## src/rtl/qq_cmd_front.sv

```systemverilog
// Host command front-end for the QuickQ node controller: buffers ENQ/DEQ/REPL
// commands, issues them one at a time as strobes and returns one response each.
module qq_cmd_front #(
  parameter int W   = 32,
  parameter int VW  = 32,
  parameter int CAP = 4,
  parameter int FD  = 4,
  localparam int KVW = W + VW,
  localparam int CW  = $clog2(CAP + 1)
) (
  input  logic           clk,
  input  logic           rst,
  input  logic           cmd_valid,
  output logic           cmd_ready,
  input  logic [1:0]     cmd_op,
  input  logic [KVW-1:0] cmd_kv,
  output logic           resp_valid,
  input  logic           resp_ready,
  output logic [KVW-1:0] resp_kv,
  output logic           resp_err,
  input  logic           q_rdy,
  output logic           q_enq,
  output logic           q_deq,
  output logic           q_repl,
  output logic [KVW-1:0] q_data,
  input  logic [KVW-1:0] q_top,
  output logic [CW-1:0]  count
);
  localparam int AW = $clog2(FD);
  localparam logic [1:0] OP_ENQ  = 2'b01;
  localparam logic [1:0] OP_DEQ  = 2'b10;
  localparam logic [1:0] OP_REPL = 2'b11;

  typedef enum logic [2:0] {S_IDLE, S_ISSUE, S_GUARD, S_BUSY, S_RESP} state_e;
  state_e state_q, state_d;

  // kv_t layout: key in the upper W bits, value in the lower VW bits
  logic [KVW+1:0] mem_q [FD];
  logic [AW:0]    wr_ptr_q, rd_ptr_q;
  logic           empty, full, push, pop;
  logic [1:0]     op_q, op_d, head_op;
  logic [KVW-1:0] kv_q, kv_d, head_kv, rkv_q, rkv_d;
  logic           rerr_q, rerr_d, head_err;
  logic [CW-1:0]  count_q, count_d;

  assign empty     = (wr_ptr_q == rd_ptr_q);
  assign full      = (wr_ptr_q[AW] != rd_ptr_q[AW]) &&
                     (wr_ptr_q[AW-1:0] == rd_ptr_q[AW-1:0]);
  assign cmd_ready = !rst && !full;
  assign push      = cmd_valid && cmd_ready;
  assign {head_op, head_kv} = mem_q[rd_ptr_q[AW-1:0]];

  assign head_err = (head_op == 2'b00) ||
                    (head_op == OP_ENQ && count_q == CW'(CAP)) ||
                    (head_op != OP_ENQ && count_q == '0);

  always_ff @(posedge clk) begin
    if (push) mem_q[wr_ptr_q[AW-1:0]] <= {cmd_op, cmd_kv};
  end

  always_ff @(posedge clk) begin
    if (rst) begin
      state_q  <= S_IDLE;
      wr_ptr_q <= '0;
      rd_ptr_q <= '0;
      op_q     <= '0;
      kv_q     <= '0;
      rkv_q    <= '0;
      rerr_q   <= 1'b0;
      count_q  <= '0;
    end else begin
      state_q  <= state_d;
      if (push) wr_ptr_q <= wr_ptr_q + 1'b1;
      if (pop)  rd_ptr_q <= rd_ptr_q + 1'b1;
      op_q     <= op_d;
      kv_q     <= kv_d;
      rkv_q    <= rkv_d;
      rerr_q   <= rerr_d;
      count_q  <= count_d;
    end
  end

  always_comb begin
    state_d = state_q;
    op_d    = op_q;
    kv_d    = kv_q;
    rkv_d   = rkv_q;
    rerr_d  = rerr_q;
    count_d = count_q;
    pop     = 1'b0;
    case (state_q)
      S_IDLE: begin
        if (!empty && q_rdy) begin
          pop  = 1'b1;
          op_d = head_op;
          kv_d = head_kv;
          if (head_err) begin
            rkv_d   = {{W{1'b1}}, {VW{1'b0}}};
            rerr_d  = 1'b1;
            state_d = S_RESP;
          end else begin
            state_d = S_ISSUE;
          end
        end
      end
      S_ISSUE: begin
        rerr_d = 1'b0;
        rkv_d  = (op_q == OP_ENQ) ? kv_q : q_top;
        if (op_q == OP_ENQ)      count_d = count_q + CW'(1);
        else if (op_q == OP_DEQ) count_d = count_q - CW'(1);
        state_d = S_GUARD;
      end
      // queue still shows rdy in the cycle right after the strobe
      S_GUARD: state_d = S_BUSY;
      S_BUSY:  if (q_rdy) state_d = S_RESP;
      S_RESP:  if (resp_ready) state_d = S_IDLE;
      default: state_d = S_IDLE;
    endcase
  end

  assign resp_valid = (state_q == S_RESP);
  assign resp_kv    = rkv_q;
  assign resp_err   = rerr_q;
  assign q_enq      = (state_q == S_ISSUE) && (op_q == OP_ENQ);
  assign q_deq      = (state_q == S_ISSUE) && (op_q == OP_DEQ);
  assign q_repl     = (state_q == S_ISSUE) && (op_q == OP_REPL);
  assign q_data     = (state_q == S_ISSUE) ? kv_q : '0;
  assign count      = count_q;

endmodule

```

## config.mk

```make
export PLATFORM = sky130hd
export DESIGN_NAME = qq_cmd_front
export DESIGN_NICKNAME = d
export VERILOG_FILES = /design/src/rtl/qq_cmd_front.sv
export SDC_FILE = /design/constraint.sdc
export NUM_CORES = 1
export LEC_CHECK = 0
export ABC_CLOCK_PERIOD_IN_PS = 3200
export BUFFER_PORTS_ARGS = -buffer_cell sky130_fd_sc_hd__buf_2
export CAP_MARGIN = 20
export CORE_MARGIN = 2
export CORE_UTILIZATION = 50
export CTS_CLUSTER_DIAMETER = 80
export CTS_CLUSTER_SIZE = 20
export DETAILED_ROUTE_END_ITERATION = 8
export PLACE_DENSITY = 0.75
export SYNTH_ARGS = -nofsm -noshare
export SYNTH_HDL_FRONTEND = slang
export SYNTH_SLANG_ARGS = --single-unit
```

## constraint.sdc

```tcl
create_clock -name clk -period 3.2 [get_ports clk]
set_clock_uncertainty 0.15 [all_clocks]
set_input_delay 0 -clock clk [delete_from_list [all_inputs] [get_ports clk]]
set_output_delay 0 -clock clk [all_outputs]
set_load 0.03 [all_outputs]
```

# [After elaboration in Yosys (flattened, before gate mapping)]
# Memories as Yosys holds them, arrays and structs flattened. A register that Yosys moved wholly into a read port is not among the register bits.
# Cells that the tools add are included.
[totals] regBits=143 ram_bits=264 out_inout_bits=137 word_cells=74 n_memories=1
[op_classes] addsub=4 n_eq_ne=17 mux=21 n_reduce_logical=23
[mem_list] memory="mem_q" depth=4 word_bits=66 read_ports=1 rd_ports_with_merged_regs=1 wr=1 line="38" rtl="logic [KVW+1:0] mem_q [FD];"
[op_table] cell="2-to-1 mux 64 bit" count=4
[op_table] cell="case mux 64 bit (2 select lines)" count=1
[op_table] cell="2-to-1 mux 3 bit" count=6
[op_table] cell="case mux 3 bit (5 select lines)" count=1
[op_table] cell="adder 3 x 1 -> 3 bit, second input constant" count=3
[op_table] cell="logical AND 1 bit" count=9
[op_table] cell="== test 3 x 2 -> 1 bit, second input constant" count=2
[op_table] cell="== test 3 bit, second input constant" count=2
[op_table] cell="zero test 3 bit" count=2
[op_table] cell="2-to-1 mux 1 bit" count=6
[op_table] cell="inequality test 2 bit, second input constant" count=3
[op_table] cell="AND reduction 3 bit" count=2
[op_table] cell="== test 2 x 1 -> 1 bit, second input constant" count=2
[op_table] cell="== test 2 bit, second input constant" count=2
[op_table] cell="2-to-1 mux 2 bit" count=2
[op_table] cell="inequality test 2 x 1 -> 1 bit, second input constant" count=2
[op_table] cell="AND reduction 2 bit" count=2
[op_table] cell="nonzero test 2 bit" count=2
[op_table] cell="== test 3 x 1 -> 1 bit, second input constant" count=1
[op_table] cell="== test 3 bit" count=1
[op_table] cell="zero test 1 bit" count=3
[op_table] cell="subtractor 3 x 1 -> 3 bit, second input constant" count=1
[op_table] cell="== test 2 bit" count=1
[op_table] cell="zero test 2 bit" count=1
[op_table] cell="3 further kinds" count=4

# [Depth between registers and ports, before layout]
# Gate-level depths: netlist (run 1).
[logic_depth] depth_word=7 depth_mapped=11 depth_no_buf=8

# [Worst setup path after synthesis (run 1)]
# OpenSTA, ideal clock, no wires.
[synth_timing] kind="reg-to-reg" start="reg wr_ptr_q[0]" end="mem mem_q[3][0] (netlist name) (enable)" setup_ns=0.432 t_arrival_ns=2.753 setup_slack_ns=-0.135 stages_incl_launch_ff=4 n_path_buf=0 synth_period_minus_slack_ns=3.335 cell_sequence="dfxtp_1 -> xnor2_1 -> a311oi_1 -> and2_1"
[synth_via] elab_chain_cells=7
[synth_rtl] item="from (decl)" line="39" rtl="logic [AW:0] wr_ptr_q, rd_ptr_q;"
[synth_rtl] item="from (signal assigned)" line="73" rtl="if (push) wr_ptr_q <= wr_ptr_q + 1'b1;"
[synth_rtl] item="== test 2 bit" line="48" rtl="(wr_ptr_q[AW-1:0] == rd_ptr_q[AW-1:0]);"
[synth_rtl] item="logical AND 1 bit" line="47" rtl="assign full = (wr_ptr_q[AW] != rd_ptr_q[AW]) &&"
[synth_rtl] item="zero test 1 bit" line="49" rtl="assign cmd_ready = !rst && !full;"
[synth_rtl] item="logical AND 1 bit" line="49"
[synth_rtl] item="logical AND 1 bit" line="50" rtl="assign push = cmd_valid && cmd_ready;"
[synth_rtl] item="2-to-1 mux 1 bit" line="58" rtl="if (push) mem_q[wr_ptr_q[AW-1:0]] <= {cmd_op, cmd_kv};"
[synth_rtl] item="2-to-1 mux 1 bit (implied by the code)" line="58"
[synth_rtl] item="to (decl)" line="38"
# Parallel ways exist; a longest one is shown, timed or not.

# [Worst setup path after layout (run 1)]
[layout_timing] start="reg wr_ptr_q[0]" end="mem mem_q[0][13] (netlist name) (enable)"
# Same word-level chain as after synthesis.

==> flow_summary.yaml, run 1 <==
outcome:
  outcome: "finished clean"
logic_synthesis:
  syn_area_mm2: 0.0159
  ys_warn_count: 0
  ys_ff_latch: 409
  ys_seq_area_frac: 0.680
  synthAdderAreaFrac: 0.00754
  synth-xor-area-share: 0.00550
  ys_types: 41
  synth_top_family_by_area: "multiplexers"
  synth_cells: 1093
  synth-compound-area-share: 0.0740
  syn_nets: 1237
  yosys.area_share.simple: 0.0680
  postSynthAreaPerCell_um2: 14.6
  muxShareOfSynthArea: 0.134
global_routing:
  grt_pass1_wl_mm: 58.3
  globalRouteMet2Util: 0.381
  gr-usage-all-layers: 0.226
  busiest_layer: "met2"
  antenna_found_initial: 3
  grt_max_degree: 88
  grt_use_met3: 0.0393
  grt_pass1_vias: 10500
  globalRouteOverflowTotal: 0
  grtUsageMet1: 0.304
timing:
  slew_headroom: 0.360
  post-route-period-util: 0.841
  setup_ws_ns: 0.510
  rsz0062_at_grt: "false"
  finalSetupViolCount: 0
  hold_viol: 0
  worst_pin_slew_ns: 0.960
  fin_setup_tns_ns: 0
  holdWs_ns: 0.0646
  max_freq_mhz: 372
  fin_crit_ns: 2.69
  drv_slew: 0
clock_network:
  clk_path_buf_depth: 3
  insertion_delay_ns: 0.53
  cts_tree: "yes"
  clk_pin_slew_worst_paths_ns: 0.08
  cts.sinks: 409
  cts_resized: 0
  cts_max_level: 1
  root_buffer: "clkbuf_16"
  cts_buffers: 24
floorplanning:
  start_util: 0.506
  dieHeight_um: 182
  num_rows: 65
  dieArea_mm2: 0.0333
  core_area_mm2: 0.0315
  io_pins: 272
  die_x_um: 182
layout:
  layout.nets: 1612
  area_growth_pct: 24.8
  final_cell_area_mm2: 0.0199
  drive_gt1_frac: 0.269
placed_design:
  place_ws_ns: 0.524
  gp_congestion: 0.805
  dpl_cell_area_mm2: 0.0178
  port_buffers: 271
  hpwlAfterDp_mm: 23.4
setup_path:
  path_depth: 4
  rr_startpoint: "wr_ptr_q[0]"
  crit_slowest_cell: "a311oi_1"
  cp_max_fo: 27
  r2r_end: "mem_q[0][13]"
  cp_num_buf_inv: 1
  startpoint_type: "register"
  crit_path_start: "wr_ptr_q[0]"
  r2r_slack_ns: 0.51
  required_ns: 3.29
  path_cells: "xnor2_1 > a311oi_1 > and2_4 > buf_12"
  critPathCapture: "mem_q[0][13]"
  crit_path_end_kind: "register"
  cpPeakStageDelay_ns: 0.79
  arrival_ns: 2.78
  r2r_cells: 4
  setup.worst_path.class: "register to register"
  crit_family: "compound AO/OA/AOI/OAI gates"
power:
  internal_power_mw: 8.76
  clkPwrFrac: 0.253
  p_leak_nw: 7.21
  switchingPower_mw: 3.63
  swShare: 0.293
  combPwrFrac: 0.232
  seqPwrFrac: 0.515
  ir_worst_vdd_v: 0.000448
  power_density_mw_per_mm2: 624
detailed_routing:
  viasPerCell: 5.48
  routedWlPerCell_um: 20.1
  wirelength_mm: 37.9
  drtIter0Drc: 794
  routed-via-count: 10400
  first_pass_iters: 5
  final_antenna_net_count: 0
  drc: 0
hold_path:
  hp-class: "input port to register"
run:
  max-cap-violations: 0
[Yosys cell counts (all sizes together)]
cell,count,share of area
o31a,1,0.00055
dfxtp,145,0.18
a21o,1,0.00047
and2,70,0.028
nand3,1,0.00031
and3,1,0.00039
a211o,1,0.00055
ha,8,0.0063
buf,27,0.0097
mux4,66,0.093
nor3b,1,0.00079
or3b,2,0.0011
a32oi,1,0.00055
fa,1,0.0013
a311oi,1,0.00055
inv,42,0.0099
o21ai,2,0.00063
o21a,32,0.015
xnor2,6,0.0033
o211a,1,0.00063
a21oi,105,0.033
a31oi,3,0.0012
o32ai,33,0.018
mux2i,64,0.040
o31ai,1,0.00047
edfxtp,264,0.50
or2,1,0.00039
nor2,9,0.0021
a2111oi,1,0.00055
clkbuf,49,0.012
nor4,1,0.00039
o311ai,1,0.0010
nor3,3,0.00094
or3,2,0.00079
xor2,4,0.0022
nand2,141,0.033
o311a,1,0.00063
[power by group through the flow]
stage / Clock [mW] / Combinational, mW / Sequential, mW
floorplan: 0 / 1.66 / 6.72
global placement: 0 / 2.69 / 6.47
detailed placement: 0 / 2.73 / 6.49
CTS: 3.22 / 2.87 / 6.37
global route: 3.41 / 3.07 / 6.43
finish: 3.14 / 2.87 / 6.38
[registers in the layout, indices dropped and copies added (netlist names), named ones only]
register and cells:
count 3, kv_q 64, mem_q 264, op_q 2, rd_ptr_q 3, resp_err 1, resp_kv 64, state_q 3
wr_ptr_q 3
[kinds of logic after synthesis]
kind of cell / count (synthesis)
and+or+nand+nor: 232
DFF: 409
adders and majority gates: 9
buffers and inverters: 118
xor gates and xnor gates: 10
AOI/OAI and AO/OA: 185
muxes: 130
[layout by cell type (no fill, tap or decap), types with 32 or more instances in the layout]
cell type      count
buf_2            270
edfxtp_1         264
dfxtp_1          143
nand2_1          141
dlygate4sd3_1    134
a21oi_1          105
and2_1            66
mux4_2            66
mux2i_1           64
inv_1             42
o32ai_1           33
o21a_1            32
[how the worst min path moves through the flow]
stage	slack (ns)	to	from	cells after the start
floorplan	-0.05	mem_q[0][0]	cmd_kv[0]	0
global placement	0.06	mem_q[2][42]	cmd_kv[42]	1
detailed placement	0.07	mem_q[0][18]	cmd_kv[18]	1
CTS	0.04	mem_q[0][30]	cmd_kv[30]	2
global route	0.06	mem_q[2][29]	cmd_kv[29]	2
finish	0.06	mem_q[2][29]	cmd_kv[29]	2
[what timing repair did]
| item | CTS | global route |
|---|---|---|
| hold buffers | 134 | 0 |
| setup buffers | 0 | 0 |
| endpoints found under the hold margin | 364 | 0 |
[metal layers]
layer	share of wire	wire (um)	vias up
met5	0.00034	13	-
met4	0.024	908	2
met3	0.057	2150	67
met2	0.50	18900	334
met1	0.42	16000	5175
li1	-	-	4782
[layout make-up]
| type | count | area, um2 |
|---|---|---|
| Fill cell | 2272 | 11600 |
| Tap cell | 402 | 503 |
| Clock inverter | 1 | 8.76 |
| Multi-Input combinational cell | 566 | 4660 |
| Sequential cell | 409 | 10800 |
| Clock buffer | 43 | 713 |
| Inverter | 42 | 158 |
| Timing Repair Buffer | 425 | 2980 |
| Antenna cell | 2 | 5.00 |
[stage by stage]
| step | utilization | cells | power [mW] |
|---|---|---|---|
| after floorplan | - | 1093 | 8.37 |
| after global placement | 0.565 | 1710 | 9.16 |
| after detailed placement | 0.565 | 1710 | 9.22 |
| after CTS | 0.631 | 1888 | 12.5 |
| after global routing | 0.631 | 1890 | 12.9 |
| final | 0.631 | 1890 | 12.4 |
[worst register-to-register path, delay by kind of cell, from the launching register on]
kind	cells	cell delay, ns
xor gates and xnor gates	1	0.12
and+or+nand+nor	1	0.61
AOI/OAI and AO/OA	1	0.79
buffers and inverters	1	0.26
DFF	1	0.47
Power figures use the tool's default switching activity.
==> run 2, diff against run 1 <==
- ABC_AREA: unset -> 1
- ABC_CLOCK_PERIOD_IN_PS: 3200 -> 2410
- clock period: 3.2 -> 2.41 ns (I/O delays scaled with it)
==> run 2 against run 1 <==
Core utilization is 0.57 points lower. Critical path type unchanged. Maximum frequency is 22% higher. Via count is 24% higher. Synthesized cell count is 46% higher. Combinational power grew to 2.7 times the previous value. Area after synthesis is 2.2% higher. Sequential share of layout area is 0.89 points lower. Highest routed layer unchanged. Register-to-register slack worse by 0.31 ns. Global-route usage is 1.3 points higher. Final cell count is 28% higher. Non-clock buffer count is 7 higher.
==> flow_summary.yaml, run 2 <==
clock_network:
  clk_pin_slew_worst_paths_ns: 0.08
  cts.sinks: 409
  root_buffer: "clkbuf_16"
  clk_path_buf_depth: 3
  cts_max_level: 1
  post_cts_buffers: 0
  cts_tree: "yes"
  cts_buffers: 24
  insertion_delay_ns: 0.54
placed_design:
  port_buffers: 271
  gp_congestion: 0.818
  hpwlAfterDp_mm: 24.5
  dpl_cell_area_mm2: 0.0181
  place_ws_ns: 0.245
  dp.cells: 2221
setup_path:
  setup.worst_path.class: "register to register"
  cp_max_fo: 43
  crit_slowest_cell: "dlygate4sd3_1"
  crit_path_end_kind: "register"
  arrival_ns: 2.55
  path_cells: "buf_4 > nand2_1 > nand3_1 > nand2_1 > nand3_1 > nand3_1 > nand2_1 > nand2_1 > a21oi_1 > dlygate4sd3_1"
  crit_path_frequent_cell: "nand2_1"
  cpPeakStageDelay_ns: 0.55
  startpoint_type: "register"
  required_ns: 2.75
timing:
  slew_headroom: 0.317
  fin_setup_tns_ns: 0
  drv_slew: 0
  worst_pin_slew_ns: 1.02
  setup_ws_ns: 0.204
  max_freq_mhz: 453
  hold_viol: 0
  holdWs_ns: 0.0582
  rsz0062_at_grt: "true"
  fin_crit_ns: 2.21
  finalSetupViolCount: 0
  post-route-period-util: 0.915
logic_synthesis:
  yosys_most_used_dff: "edfxtp_1"
  postSynthAreaPerCell_um2: 10.2
  synth_cells: 1595
  syn_area_mm2: 0.0163
  ys_warn_count: 0
  async_reset_ff_frac: 0
  yosysMostFrequentCell: "nor2_1"
  syn_nets: 1739
  synth.top_cell.area_share: 0.487
  synth_area_leaders: "edfxtp_1 (49%), dfxtp_1 (18%), o21ai_0 (8.0%)"
  yosys.area.top_type: "edfxtp_1"
  synth_commonest_cells: "nor2_1 (348), edfxtp_1 (264), o21ai_0 (261)"
  ys_ff_latch: 409
  synth_edf_count: 264
  ys_types: 33
  ys_seq_area_frac: 0.665
floorplanning:
  die_x_um: 184
  start_util: 0.504
  core_area_mm2: 0.0323
  dieHeight_um: 184
  num_rows: 66
  dieArea_mm2: 0.0340
  io_pins: 272
detailed_routing:
  routedWlPerCell_um: 17.2
  viasPerCell: 5.33
  drtIter0Drc: 1065
  first_pass_iters: 7
  final_antenna_net_count: 0
  drc: 0
  routed-via-count: 12900
  wirelength_mm: 41.4
power:
  seqPwrFrac: 0.433
  clkPwrFrac: 0.200
  swShare: 0.386
  internal_power_mw: 12.8
  switchingPower_mw: 8.06
  power_density_mw_per_mm2: 1030
  combPwrFrac: 0.366
  p_total_mw: 20.9
  p_leak_nw: 7.89
  ir_worst_vdd_v: 0.000959
layout:
  largest_reg_flops: 264
  layout.nets: 2086
  area_growth_pct: 24.0
  layoutNonFillerInstCount: 2411
  final_util: 0.625
  final_cell_mix: "nor2_1 (344), buf_2 (271), edfxtp_1 (264)"
  fill_cells: 2547
  drive_gt1_frac: 0.178
  mostFrequentLayoutCell: "nor2_1"
  final_cell_area_mm2: 0.0202
global_routing:
  grt_max_degree: 138
  globalRouteOverflowTotal: 0
  globalRouteMet2Util: 0.376
  grt_pass1_vias: 12100
  grt_use_met3: 0.0366
  busiest_layer: "met2"
  gr-usage-all-layers: 0.238
  grt_pass1_wl_mm: 63.5
  grtUsageMet1: 0.331
  antenna_found_initial: 10
outcome:
  outcome: "finished clean"
hold_path:
  hp-class: "input port to register"
run:
  max-cap-violations: 0
run 2: cell types whose count changed in the layout (fill, tap and decap cells not counted), moves of 30 or more:
cell,before,now
o32ai_1,33,0
o22ai_1,0,64
nand3_1,1,31
mux4_2,66,0
o21ai_0,2,261
nor2_1,9,344
and2_1,66,0
o21a_1,32,0
mux2i_1,64,0
inv_1,42,99
run 2: path summary, 6_finish.rpt:
| path | from | endpoint | slack [ns] | depth (start not counted) |
|---|---|---|---|---|
| max | register | state_q[2] | 0.20 | 10 |
| min | cmd_kv[46] | mem_q[3][46] | 0.06 | 2 |
| max reg2reg | register | state_q[2] | 0.20 | 10 |
| min reg2reg | rd_ptr_q[2] | rd_ptr_q[2] | 0.31 | 2 |
run 2: area by class of cell:
| class | count | area (um2) | share of cell area |
|---|---|---|---|
| Clock inverter | 1 | 8.76 | 0.000434 |
| Antenna cell | 9 | 22.5 | 0.00112 |
| Multi-Input combinational cell | 969 | 4630 | 0.229 |
| Timing Repair Buffer | 432 | 3020 | 0.150 |
| Clock buffer | 43 | 713 | 0.0353 |
| Sequential cell | 409 | 10800 | 0.537 |
| Inverter | 106 | 405 | 0.0201 |
| Tap cell | 442 | 553 | 0.0274 |
run 2: power by group through the flow:
stage          clock network, mW  logic, mW  registers [mW]
2_1_floorplan                  0       4.14            10.3
3_3_place_gp                   0       7.18            9.15
3_5_place_dp                   0       7.34            9.19
4_1_cts                     4.27       7.57            9.03
5_1_grt                     4.51       8.44            9.15
6_report                    4.18       7.64            9.03
run 2: repair_timing:
action                     4_1_cts  5_1_grt
hold buffers                   137        0
hold endpoints to repair       339        0
setup endpoints to repair        0        1
resized for setup                0        1
run 2: cells by family after synthesis:
family                     share of synthesized area
and+or+nand+nor                                0.127
AOI/OAI and AO/OA                              0.144
buffers and inverters                         0.0532
adders and majority gates                    0.00738
xor gates and xnor gates                     0.00323
DFF                                            0.665
run 2: routing by layer:
layer | vias up | part of all wire
li1 | 6166 | -
met1 | 6060 | 0.43
met2 | 529 | 0.46
met3 | 93 | 0.076
met4 | 2 | 0.034
met5 | - | 0.00031
run 2: critical path: cells and delay by family, from the launching register on:
| kind | cells | cell delay (ns) |
|---|---|---|
| compound gates | 1 | 0.11 |
| simple gates | 7 | 0.54 |
| flops | 1 | 0.39 |
| buf+inv | 2 | 0.95 |
